[src/rtl/fpu_arb_pkg.sv]
// Shared constants for the two-channel add/subtract arbiter: FSM encoding,
// channel identifiers and the round-robin pick helper.
package fpu_arb_pkg;

    localparam logic [2:0] ST_IDLE     = 3'd0;
    localparam logic [2:0] ST_START    = 3'd1;
    localparam logic [2:0] ST_WAIT     = 3'd2;
    localparam logic [2:0] ST_ACK_UNIT = 3'd3;
    localparam logic [2:0] ST_DONE     = 3'd4;

    localparam logic CH_HOST   = 1'b0;
    localparam logic CH_CORDIC = 1'b1;

    // On contention the channel that was not served last wins.
    function automatic logic rr_pick(input logic req_0, input logic req_1, input logic last);
        if (req_0 && req_1) begin
            return ~last;
        end
        return req_1 ? CH_CORDIC : CH_HOST;
    endfunction

endpackage

[src/rtl/fpu_addsubt_arbiter_if.sv]
// Bundle of requester-side and unit-side signals of the add/subtract arbiter.
// The arbiter uses the slave view; the surrounding system uses the master view.
interface fpu_addsubt_arbiter_if #(parameter int W = 64);

    logic         beg_0, beg_1;
    logic         op_0, op_1;
    logic [W-1:0] dataA_0, dataB_0, dataA_1, dataB_1;
    logic         ack_0, ack_1;
    logic         ready_0, ready_1;
    logic [W-1:0] result_0, result_1;
    logic         ovf_0, unf_0, err_0, ovf_1, unf_1, err_1;

    logic         beg_fsm, rst_fsm, add_subt;
    logic [W-1:0] data_x, data_y;
    logic         ready_unit, ovf_unit, unf_unit;
    logic [W-1:0] result_unit;

    logic         busy, grant;

    modport slave (
        input  beg_0, beg_1, op_0, op_1, dataA_0, dataB_0, dataA_1, dataB_1,
        input  ack_0, ack_1, ready_unit, ovf_unit, unf_unit, result_unit,
        output ready_0, ready_1, result_0, result_1,
        output ovf_0, unf_0, err_0, ovf_1, unf_1, err_1,
        output beg_fsm, rst_fsm, add_subt, data_x, data_y, busy, grant
    );

    modport master (
        output beg_0, beg_1, op_0, op_1, dataA_0, dataB_0, dataA_1, dataB_1,
        output ack_0, ack_1, ready_unit, ovf_unit, unf_unit, result_unit,
        input  ready_0, ready_1, result_0, result_1,
        input  ovf_0, unf_0, err_0, ovf_1, unf_1, err_1,
        input  beg_fsm, rst_fsm, add_subt, data_x, data_y, busy, grant
    );

endinterface

[src/rtl/arb_timeout_counter.sv]
// Watchdog for the WAIT state: tc rises on the TIMEOUT-th enabled cycle
// after a clear, and the count then holds there.
module arb_timeout_counter #(
    parameter int TIMEOUT = 255
) (
    input  logic clk,
    input  logic rst,
    input  logic clr,
    input  logic en,
    output logic tc
);

    localparam int CNT_W = (TIMEOUT < 2) ? 1 : $clog2(TIMEOUT + 1);
    localparam logic [CNT_W-1:0] LAST = CNT_W'(TIMEOUT - 1);

    logic [CNT_W-1:0] cnt_q, cnt_d;

    assign tc = (cnt_q == LAST);

    always_comb begin
        cnt_d = cnt_q;
        if (clr) begin
            cnt_d = '0;
        end else if (en && !tc) begin
            cnt_d = cnt_q + 1'b1;
        end
    end

    always_ff @(posedge clk or negedge rst) begin
        if (!rst) begin
            cnt_q <= '0;
        end else begin
            cnt_q <= cnt_d;
        end
    end

endmodule

[src/rtl/d_ff_en.sv]
// Enabled register with asynchronous active-low clear, used for operand
// and per-channel result storage.
module d_ff_en #(
    parameter int W = 1
) (
    input  logic         clk,
    input  logic         rst,
    input  logic         en,
    input  logic [W-1:0] d,
    output logic [W-1:0] q
);

    always_ff @(posedge clk or negedge rst) begin
        if (!rst) begin
            q <= '0;
        end else if (en) begin
            q <= d;
        end
    end

endmodule

[src/rtl/fpu_addsubt_arbiter.sv]
// Two-channel round-robin arbiter in front of a shared IEEE-754 add/subtract
// unit: one transaction at a time, results held per channel until acknowledged.
module fpu_addsubt_arbiter
    import fpu_arb_pkg::*;
#(
    parameter int W       = 64,
    parameter int TIMEOUT = 255
) (
    input  logic                  clk,
    input  logic                  rst,
    fpu_addsubt_arbiter_if.slave  bus
);

    logic [2:0]   state_q, state_d;
    logic         grant_q, grant_d;
    logic         pick;
    logic         load_op;
    logic         cap_0, cap_1;
    logic         cnt_clr, cnt_en, tc;
    logic [2*W:0] op_d, op_q;
    logic [W+2:0] cap_word;
    logic [W+2:0] res0_q, res1_q;

    assign pick = rr_pick(bus.beg_0, bus.beg_1, grant_q);
    assign op_d = pick ? {bus.op_1, bus.dataA_1, bus.dataB_1}
                       : {bus.op_0, bus.dataA_0, bus.dataB_0};

    // A timeout captures a zero result with only err set.
    assign cap_word = bus.ready_unit ? {bus.result_unit, bus.ovf_unit, bus.unf_unit, 1'b0}
                                     : {{W{1'b0}}, 3'b001};

    always_comb begin
        state_d = state_q;
        grant_d = grant_q;
        load_op = 1'b0;
        cap_0   = 1'b0;
        cap_1   = 1'b0;
        cnt_clr = 1'b0;
        cnt_en  = 1'b0;
        case (state_q)
            ST_IDLE: begin
                if (bus.beg_0 || bus.beg_1) begin
                    grant_d = pick;
                    load_op = 1'b1;
                    state_d = ST_START;
                end
            end
            ST_START: begin
                cnt_clr = 1'b1;
                state_d = ST_WAIT;
            end
            ST_WAIT: begin
                cnt_en = 1'b1;
                if (bus.ready_unit || tc) begin
                    cap_0   = (grant_q == CH_HOST);
                    cap_1   = (grant_q == CH_CORDIC);
                    state_d = ST_ACK_UNIT;
                end
            end
            ST_ACK_UNIT: begin
                state_d = ST_DONE;
            end
            ST_DONE: begin
                if ((grant_q == CH_HOST) ? bus.ack_0 : bus.ack_1) begin
                    state_d = ST_IDLE;
                end
            end
            default: begin
                state_d = ST_IDLE;
            end
        endcase
    end

    always_ff @(posedge clk or negedge rst) begin
        if (!rst) begin
            state_q <= ST_IDLE;
            grant_q <= CH_CORDIC;
        end else begin
            state_q <= state_d;
            grant_q <= grant_d;
        end
    end

    arb_timeout_counter #(.TIMEOUT(TIMEOUT)) u_wdog (
        .clk (clk),
        .rst (rst),
        .clr (cnt_clr),
        .en  (cnt_en),
        .tc  (tc)
    );

    d_ff_en #(.W(2*W+1)) u_op_reg (
        .clk (clk),
        .rst (rst),
        .en  (load_op),
        .d   (op_d),
        .q   (op_q)
    );

    d_ff_en #(.W(W+3)) u_res0_reg (
        .clk (clk),
        .rst (rst),
        .en  (cap_0),
        .d   (cap_word),
        .q   (res0_q)
    );

    d_ff_en #(.W(W+3)) u_res1_reg (
        .clk (clk),
        .rst (rst),
        .en  (cap_1),
        .d   (cap_word),
        .q   (res1_q)
    );

    assign {bus.add_subt, bus.data_x, bus.data_y}         = op_q;
    assign {bus.result_0, bus.ovf_0, bus.unf_0, bus.err_0} = res0_q;
    assign {bus.result_1, bus.ovf_1, bus.unf_1, bus.err_1} = res1_q;

    assign bus.beg_fsm = (state_q == ST_START);
    assign bus.rst_fsm = (state_q == ST_ACK_UNIT);
    assign bus.busy    = (state_q != ST_IDLE);
    assign bus.grant   = grant_q;
    assign bus.ready_0 = (state_q == ST_DONE) && (grant_q == CH_HOST);
    assign bus.ready_1 = (state_q == ST_DONE) && (grant_q == CH_CORDIC);

endmodule

[src/flat_wrapper.sv]
// flat-port wrapper written by rule: the top's interface ports become plain ports
module fpu_addsubt_arbiter_flat import fpu_arb_pkg::*;
#(
    parameter int W       = 64,
    parameter int TIMEOUT = 255
)
  (clk, rst, bus_beg_0, bus_beg_1, bus_op_0, bus_op_1, bus_dataA_0, bus_dataB_0, bus_dataA_1, bus_dataB_1, bus_ack_0, bus_ack_1, bus_ready_unit, bus_ovf_unit, bus_unf_unit, bus_result_unit, bus_ready_0, bus_ready_1, bus_result_0, bus_result_1, bus_ovf_0, bus_unf_0, bus_err_0, bus_ovf_1, bus_unf_1, bus_err_1, bus_beg_fsm, bus_rst_fsm, bus_add_subt, bus_data_x, bus_data_y, bus_busy, bus_grant);
  fpu_addsubt_arbiter_if #(.W(W)) bus_i ();
  input  logic clk;
  input  logic rst;
  input wire logic [$bits(bus_i.beg_0)-1:0] bus_beg_0;
  input wire logic [$bits(bus_i.beg_1)-1:0] bus_beg_1;
  input wire logic [$bits(bus_i.op_0)-1:0] bus_op_0;
  input wire logic [$bits(bus_i.op_1)-1:0] bus_op_1;
  input wire logic [$bits(bus_i.dataA_0)-1:0] bus_dataA_0;
  input wire logic [$bits(bus_i.dataB_0)-1:0] bus_dataB_0;
  input wire logic [$bits(bus_i.dataA_1)-1:0] bus_dataA_1;
  input wire logic [$bits(bus_i.dataB_1)-1:0] bus_dataB_1;
  input wire logic [$bits(bus_i.ack_0)-1:0] bus_ack_0;
  input wire logic [$bits(bus_i.ack_1)-1:0] bus_ack_1;
  input wire logic [$bits(bus_i.ready_unit)-1:0] bus_ready_unit;
  input wire logic [$bits(bus_i.ovf_unit)-1:0] bus_ovf_unit;
  input wire logic [$bits(bus_i.unf_unit)-1:0] bus_unf_unit;
  input wire logic [$bits(bus_i.result_unit)-1:0] bus_result_unit;
  output wire logic [$bits(bus_i.ready_0)-1:0] bus_ready_0;
  output wire logic [$bits(bus_i.ready_1)-1:0] bus_ready_1;
  output wire logic [$bits(bus_i.result_0)-1:0] bus_result_0;
  output wire logic [$bits(bus_i.result_1)-1:0] bus_result_1;
  output wire logic [$bits(bus_i.ovf_0)-1:0] bus_ovf_0;
  output wire logic [$bits(bus_i.unf_0)-1:0] bus_unf_0;
  output wire logic [$bits(bus_i.err_0)-1:0] bus_err_0;
  output wire logic [$bits(bus_i.ovf_1)-1:0] bus_ovf_1;
  output wire logic [$bits(bus_i.unf_1)-1:0] bus_unf_1;
  output wire logic [$bits(bus_i.err_1)-1:0] bus_err_1;
  output wire logic [$bits(bus_i.beg_fsm)-1:0] bus_beg_fsm;
  output wire logic [$bits(bus_i.rst_fsm)-1:0] bus_rst_fsm;
  output wire logic [$bits(bus_i.add_subt)-1:0] bus_add_subt;
  output wire logic [$bits(bus_i.data_x)-1:0] bus_data_x;
  output wire logic [$bits(bus_i.data_y)-1:0] bus_data_y;
  output wire logic [$bits(bus_i.busy)-1:0] bus_busy;
  output wire logic [$bits(bus_i.grant)-1:0] bus_grant;
  assign bus_i.beg_0 = bus_beg_0;
  assign bus_i.beg_1 = bus_beg_1;
  assign bus_i.op_0 = bus_op_0;
  assign bus_i.op_1 = bus_op_1;
  assign bus_i.dataA_0 = bus_dataA_0;
  assign bus_i.dataB_0 = bus_dataB_0;
  assign bus_i.dataA_1 = bus_dataA_1;
  assign bus_i.dataB_1 = bus_dataB_1;
  assign bus_i.ack_0 = bus_ack_0;
  assign bus_i.ack_1 = bus_ack_1;
  assign bus_i.ready_unit = bus_ready_unit;
  assign bus_i.ovf_unit = bus_ovf_unit;
  assign bus_i.unf_unit = bus_unf_unit;
  assign bus_i.result_unit = bus_result_unit;
  assign bus_ready_0 = bus_i.ready_0;
  assign bus_ready_1 = bus_i.ready_1;
  assign bus_result_0 = bus_i.result_0;
  assign bus_result_1 = bus_i.result_1;
  assign bus_ovf_0 = bus_i.ovf_0;
  assign bus_unf_0 = bus_i.unf_0;
  assign bus_err_0 = bus_i.err_0;
  assign bus_ovf_1 = bus_i.ovf_1;
  assign bus_unf_1 = bus_i.unf_1;
  assign bus_err_1 = bus_i.err_1;
  assign bus_beg_fsm = bus_i.beg_fsm;
  assign bus_rst_fsm = bus_i.rst_fsm;
  assign bus_add_subt = bus_i.add_subt;
  assign bus_data_x = bus_i.data_x;
  assign bus_data_y = bus_i.data_y;
  assign bus_busy = bus_i.busy;
  assign bus_grant = bus_i.grant;
  fpu_addsubt_arbiter #(.W(W), .TIMEOUT(TIMEOUT)) u_core (.clk(clk), .rst(rst), .bus(bus_i));
endmodule
[config.mk]
export PLATFORM = sky130hd
export DESIGN_NAME = fpu_addsubt_arbiter_flat
export DESIGN_NICKNAME = d
export VERILOG_FILES = /design/src/rtl/fpu_arb_pkg.sv /design/src/rtl/fpu_addsubt_arbiter_if.sv /design/src/rtl/arb_timeout_counter.sv /design/src/rtl/d_ff_en.sv /design/src/rtl/fpu_addsubt_arbiter.sv /design/src/flat_wrapper.sv
export SDC_FILE = /design/constraint.sdc
export NUM_CORES = 1
export LEC_CHECK = 0
export CORE_AREA = 2 2 236 238
export CTS_CLUSTER_SIZE = 8
export DETAILED_ROUTE_END_ITERATION = 8
export DIE_AREA = 0 0 238 240
export GPL_ROUTABILITY_DRIVEN = 0
export SYNTH_ARGS = -nofsm -noshare
export SYNTH_HDL_FRONTEND = slang
export SYNTH_SLANG_ARGS = --single-unit
[constraint.sdc]
create_clock -name clk -period 1.7 [get_ports clk]
set_clock_uncertainty 0.1 [all_clocks]
set_input_delay 0.51 -clock clk [delete_from_list [all_inputs] [get_ports clk]]
set_output_delay 0.51 -clock clk [all_outputs]
set_load 0.1 [all_outputs]
Word level (Yosys, flattened, before mapping) --
Index checks and enable logic that the tools add are counted.
Word-level totals: bits in writable memories 0, input bits 331, register bits after elaboration 275, ROM bits 0, latch bits 0, memories kept 0
Cells by class: shift operators 0, $add $sub $neg 1, divide/modulo/power cells 0, equal/unequal tests 8, reduce and logical (&&, ||, !) cells 12, multiplexer cells 21, $mul 0, bitwise operators 1, order comparisons 0
Operators by type and width (number):
- 2-to-1 mux 129 bit | 1
- 2-to-1 mux 67 bit | 1
- 2-to-1 mux 8 bit | 2
- case mux 3 bit (5 select lines) | 1
- 2-to-1 mux 1 bit | 13
- 2-to-1 mux 3 bit | 3
- adder 8 x 1 -> 8 bit (second input constant) | 1
- equality test 8 bit (second input constant) | 1
- equality test 3 x 2 -> 1 bit (second input constant) | 2
- inequality test 2 x 1 -> 1 bit (second input constant) | 3
- logical AND 1 bit | 4
- equality test 3 x 1 -> 1 bit (second input constant) | 1
- equality test 3 bit (second input constant) | 1
- zero test 3 bit | 1
- AND reduction 3 bit | 1
- nonzero test 3 bit | 1
- logical OR 1 bit | 2
- AND reduction 2 bit | 1
- nonzero test 2 bit | 1
- zero test 1 bit | 1
- inverter 1 bit | 1

Depth between registers and ports, before layout --
depth after elaboration 5, mapped depth 8, depth with buffers taken out 5

By module --
A second synthesis with hierarchy kept.
Second synthesis, totals: cells, all modules 853, area total of the unflattened synthesis 13321.5 sq um
By module, submodules not included:
- d_ff_en at u_core.u_res0_reg ... | times used 2, cells an instance 141, area an instance 2600.0 sq um
- d_ff_en at u_core.u_op_reg | times used 1, cells an instance 272, area an instance 4832.1 sq um
- fpu_addsubt_arbiter | times used 1, cells an instance 245, area an instance 2770.2 sq um
- arb_timeout_counter | times used 1, cells an instance 54, area an instance 519.2 sq um

Worst setup path after synthesis --
OpenSTA, ideal clock, no wires.
path kind register -> output, start register u_core.state_q[0], end output bus_ready_0, path buffers 1, arrival time 1961 ps, cell stages (with the launch flop) 5, path slack -871 ps, cells stage by stage dfrtp_1 buf_6 nor2_1 nand2_1 nor2_1
On the way: cells in the longest elaborated chain, start to end 2
RTL lines:
- start, declared | line fpu_addsubt_arbiter.sv:14 | logic [2:0] state_q, state_d;
- start signal, assigned | line fpu_addsubt_arbiter.sv:79 | state_q <= state_d;
- equality test 3 bit | line fpu_addsubt_arbiter.sv:124 | assign bus.ready_0 = (state_q == ST_DONE) && (grant_q == CH_HOST);
- logical AND 1 bit | line fpu_addsubt_arbiter.sv:124
- end, declared | line flat_wrapper.sv:25 | output wire logic [$bits(bus_i.ready_0)-1:0] bus_ready_0;
No other way between the ends.

Final worst setup path --
start register u_core.state_q[1], end output bus_beg_fsm
On the way: cells in the longest elaborated chain, start to end 1
RTL lines:
- equality test 3 x 1 -> 1 bit | line fpu_addsubt_arbiter.sv:120 | assign bus.beg_fsm = (state_q == ST_START);
- end, declared | line flat_wrapper.sv:35 | output wire logic [$bits(bus_i.beg_fsm)-1:0] bus_beg_fsm;
No other way between the ends.

==> results.json <==
{
  "outcome": "finished, violations left",
  "violations": "setup timing",
  "cp_slowest_stage_delay_ns": 0.43,
  "die_area_um2": 57120,
  "num_vias": 12930,
  "wl_per_cell_um": 22.73,
  "required_ns": 1.09,
  "critPathKind": "reg -> out",
  "period_needed_ns": 2.312,
  "fp.coreArea_um2": 54660,
  "fp-row-count": 86,
  "path_delay_family": "simple AND/OR/NAND/NOR gates",
  "finalSetupViolCount": 532,
  "insertion_delay_ns": 0.54,
  "dpl.hpwl_um": 42420,
  "fmax_mhz": 432.5,
  "antenna_cells": 0,
  "area_delta_synth_final_pct": 114.5,
  "drc_errors": 0,
  "synthFlopType": "dfrtp_1",
  "die_w_um": 238,
  "hold_class": "in -> reg",
  "grt_pass1_wl_um": 88960,
  "end_kind": "primary output",
  "cts_sinks": 275,
  "grt_max_degree": 64,
  "finalHoldViolCount": 0,
  "die_y_um": 240,
  "grt_pass1_vias": 14010,
  "avgSynthCellArea_um2": 12.95,
  "synth_edf_count": 0,
  "root_buffer": "clkbuf_16",
  "final.period_utilization_pct": 136.0,
  "yosysTopAreaCell": "dfrtp_1",
  "cts_tree": "yes",
  "overflow": 0,
  "cts.reportedPaths.clkPinSlew_ns": 0.05,
  "grt_use_total_pct": 20.81,
  "drive_above_1_share_pct": 55.66,
  "crit_arrival_ns": 1.70,
  "dr.first_iter.drc_count": 536,
  "start_util_pct": 25.56,
  "ys_types": 41,
  "postSynthCellCount": 1079,
  "max_cap_viol_count": 0,
  "syn-cell-area_um2": 13970,
  "maxSlewHeadroom_pct": 73.40,
  "final-max-slew-violation-count": 0,
  "rsz0062_at_grt": "yes",
  "routed_wl_um": 62360,
  "cp_max_fo": 4,
  "cts_max_level": 2,
  "cts_buffer_depth": 3,
  "syn-num-nets": 1412,
  "antenna_found_initial": 1,
  "finalSetupTns_ns": -107.66,
  "worst_slack_ns": -0.6121,
  "yosysWarningCount": 0,
  "path_cells": "or3b_4 > clkinvlp_4 > buf_12",
  "via_per_inst": 4.713,
  "antenna_left": 0,
  "synthTopCellsByArea": "dfrtp_1, mux2_2, mux2_4",
  "fin_nets": 2366,
  "portBuffers": 599,
  "dr.pass1.iters": 4,
  "tightest_slew_ns": 0.3991,
  "async_flop_share_pct": 100.0,
  "io_pins": 600,
  "fillCellCount": 4309,
  "start_kind": "flop",
  "cp_num_buf_inv": 2,
  "numCtsBuffers": 40,
  "post-route-util_pct": 54.82,
  "slowest_stage": "or3b_4",
  "yosysSeqAreaShare_pct": 49.27,
  "netlist.area_leader.share_pct": 49.08,
  "ys_ff_latch": 275
}
-- worst register-to-register path, stage by stage (launching register included) --
cell      delay [ns]
dfstp_4         0.66
buf_6           0.11
buf_6           0.10
buf_6           0.08
and4bb_4        0.28
buf_6           0.14
buf_16          0.16
buf_12          0.15
nor2b_4         0.04
a211o_1         0.25
-- cells by family (layout without fill, tap and decap cells) --
kind of cell	after synthesis	in the layout	synth area share, %
AND/OR/NAND/NOR	284	284	12.96
AO/OA/AOI/OAI	153	153	9.297
buffers and inverters	96	1056	3.995
multiplexers	269	269	24.30
flip-flops	275	275	49.27
adder cells (fa/ha/maj)	2	2	0.1791
-- cells in the mapped netlist, drive strengths merged (3+ instances only) --
| master | number |
|---|---|
| and3 | 128 |
| a21o | 4 |
| mux2i | 8 |
| nand2 | 7 |
| nor2 | 3 |
| nand4 | 3 |
| clkbuf | 35 |
| a211o | 127 |
| and4bb | 3 |
| nor2b | 121 |
| and2 | 4 |
| nor3 | 3 |
| and2b | 6 |
| a21oi | 5 |
| dfrtp | 274 |
| mux2 | 261 |
| inv | 6 |
| buf | 55 |
| and4 | 3 |
| a31oi | 5 |
-- sequential cells by signal, indices dropped and copies added (netlist names) --
register             cells
u_core.u_res0_reg.q     67
u_core.u_wdog.cnt_q      8
u_core.bus.grant         1
u_core.u_op_reg.q      129
u_core.u_res1_reg.q     67
u_core.state_q           3
-- timing repair --
item | CTS | global route
endpoints found under the setup margin | 532 | 534
hold buffers | 1 | 0
gates cloned | 29 | 6
setup buffers | 219 | 65
pin swaps | 43 | 50
gates resized for setup | 308 | 134
endpoints found under the hold margin | 19 | 0
-- layout by cell type (no fill, tap or decap), types with 3 or more instances in the layout --
cell             netlist  routed
mux2_2               161      13
buf_8                  0      35
nand4_1                3       3
buf_6                 15      32
nor2b_2                0      12
a31oi_1                5       4
a21oi_1                4       4
and2b_1                6       6
and3_4                 0      86
buf_4                 14     262
mux2_4               100     248
clkbuf_1              35       4
nor2_4                 0       3
and2_1                 4       4
inv_1                  6       3
clkbuf_16              0      48
dfrtp_1              274     265
clkdlybuf4s50_1        0     328
nand2_1                7       6
nor2b_1              121      85
and3_1               128      42
a211o_1              127     127
buf_12                 0     314
a21o_1                 4       4
nor2b_4                0      24
buf_16                 0      24
mux2i_1                8       8
dfrtp_2                0       9
-- stage by stage --
stage          hold WS [ns]  worst slack, ns  cell area [um^2]  std cells
4_1_cts              0.1211          -0.6858             29250       2696
3_5_place_dp         0.3505          -0.7817             24480       2405
3_3_place_gp         0.3490          -0.7385             24480       2405
6_report             0.1663          -0.6121             29970       2743
5_1_grt              0.1337          -0.6954             29970       2743
2_1_floorplan        0.1144          -0.3124             14360       1079
-- final timing paths --
path | start | end | slack [ns] | depth (start not counted)
min in group asynchronous | rst | u_core.u_res1_reg.q[30] | 0.39 | 2
min reg2reg | u_core.u_wdog.cnt_q[2] | u_core.u_wdog.cnt_q[2] | 0.44 | 1
max | u_core.state_q[1] | bus_beg_fsm | -0.61 | 3
min | bus_ready_unit | u_core.u_res1_reg.q[0] | 0.17 | 2
max in group asynchronous | rst | u_core.u_op_reg.q[50] | 0.49 | 3
max reg2reg | u_core.bus.grant | u_core.u_res1_reg.q[28] | -0.48 | 9
-- per-layer routing --
layer | part of all wire, % | vias up | global-route usage, %
met5 | 0.016 | - | 0
met4 | 2.4 | 2 | 5.436
met3 | 6.2 | 77 | 5.178
met2 | 54 | 460 | 40.15
met1 | 37 | 6544 | 22.49
li1 | - | 5845 | -
-- layout make-up --
cell class | instances | area, um^2 | area share [%]
well taps | 704 | 880.8 | 2.939
multi-input cells | 708 | 7820 | 26.10
clock buffers | 47 | 1080 | 3.603
flip-flops and latches | 275 | 6898 | 23.02
clock inverters | 1 | 16.27 | 0.05428
inverters | 6 | 28.78 | 0.09603
repair buffers | 1002 | 13240 | 44.19
Power is not shown: default switching activity piles up to over one toggle a cycle in this logic, so the estimate is an artifact.
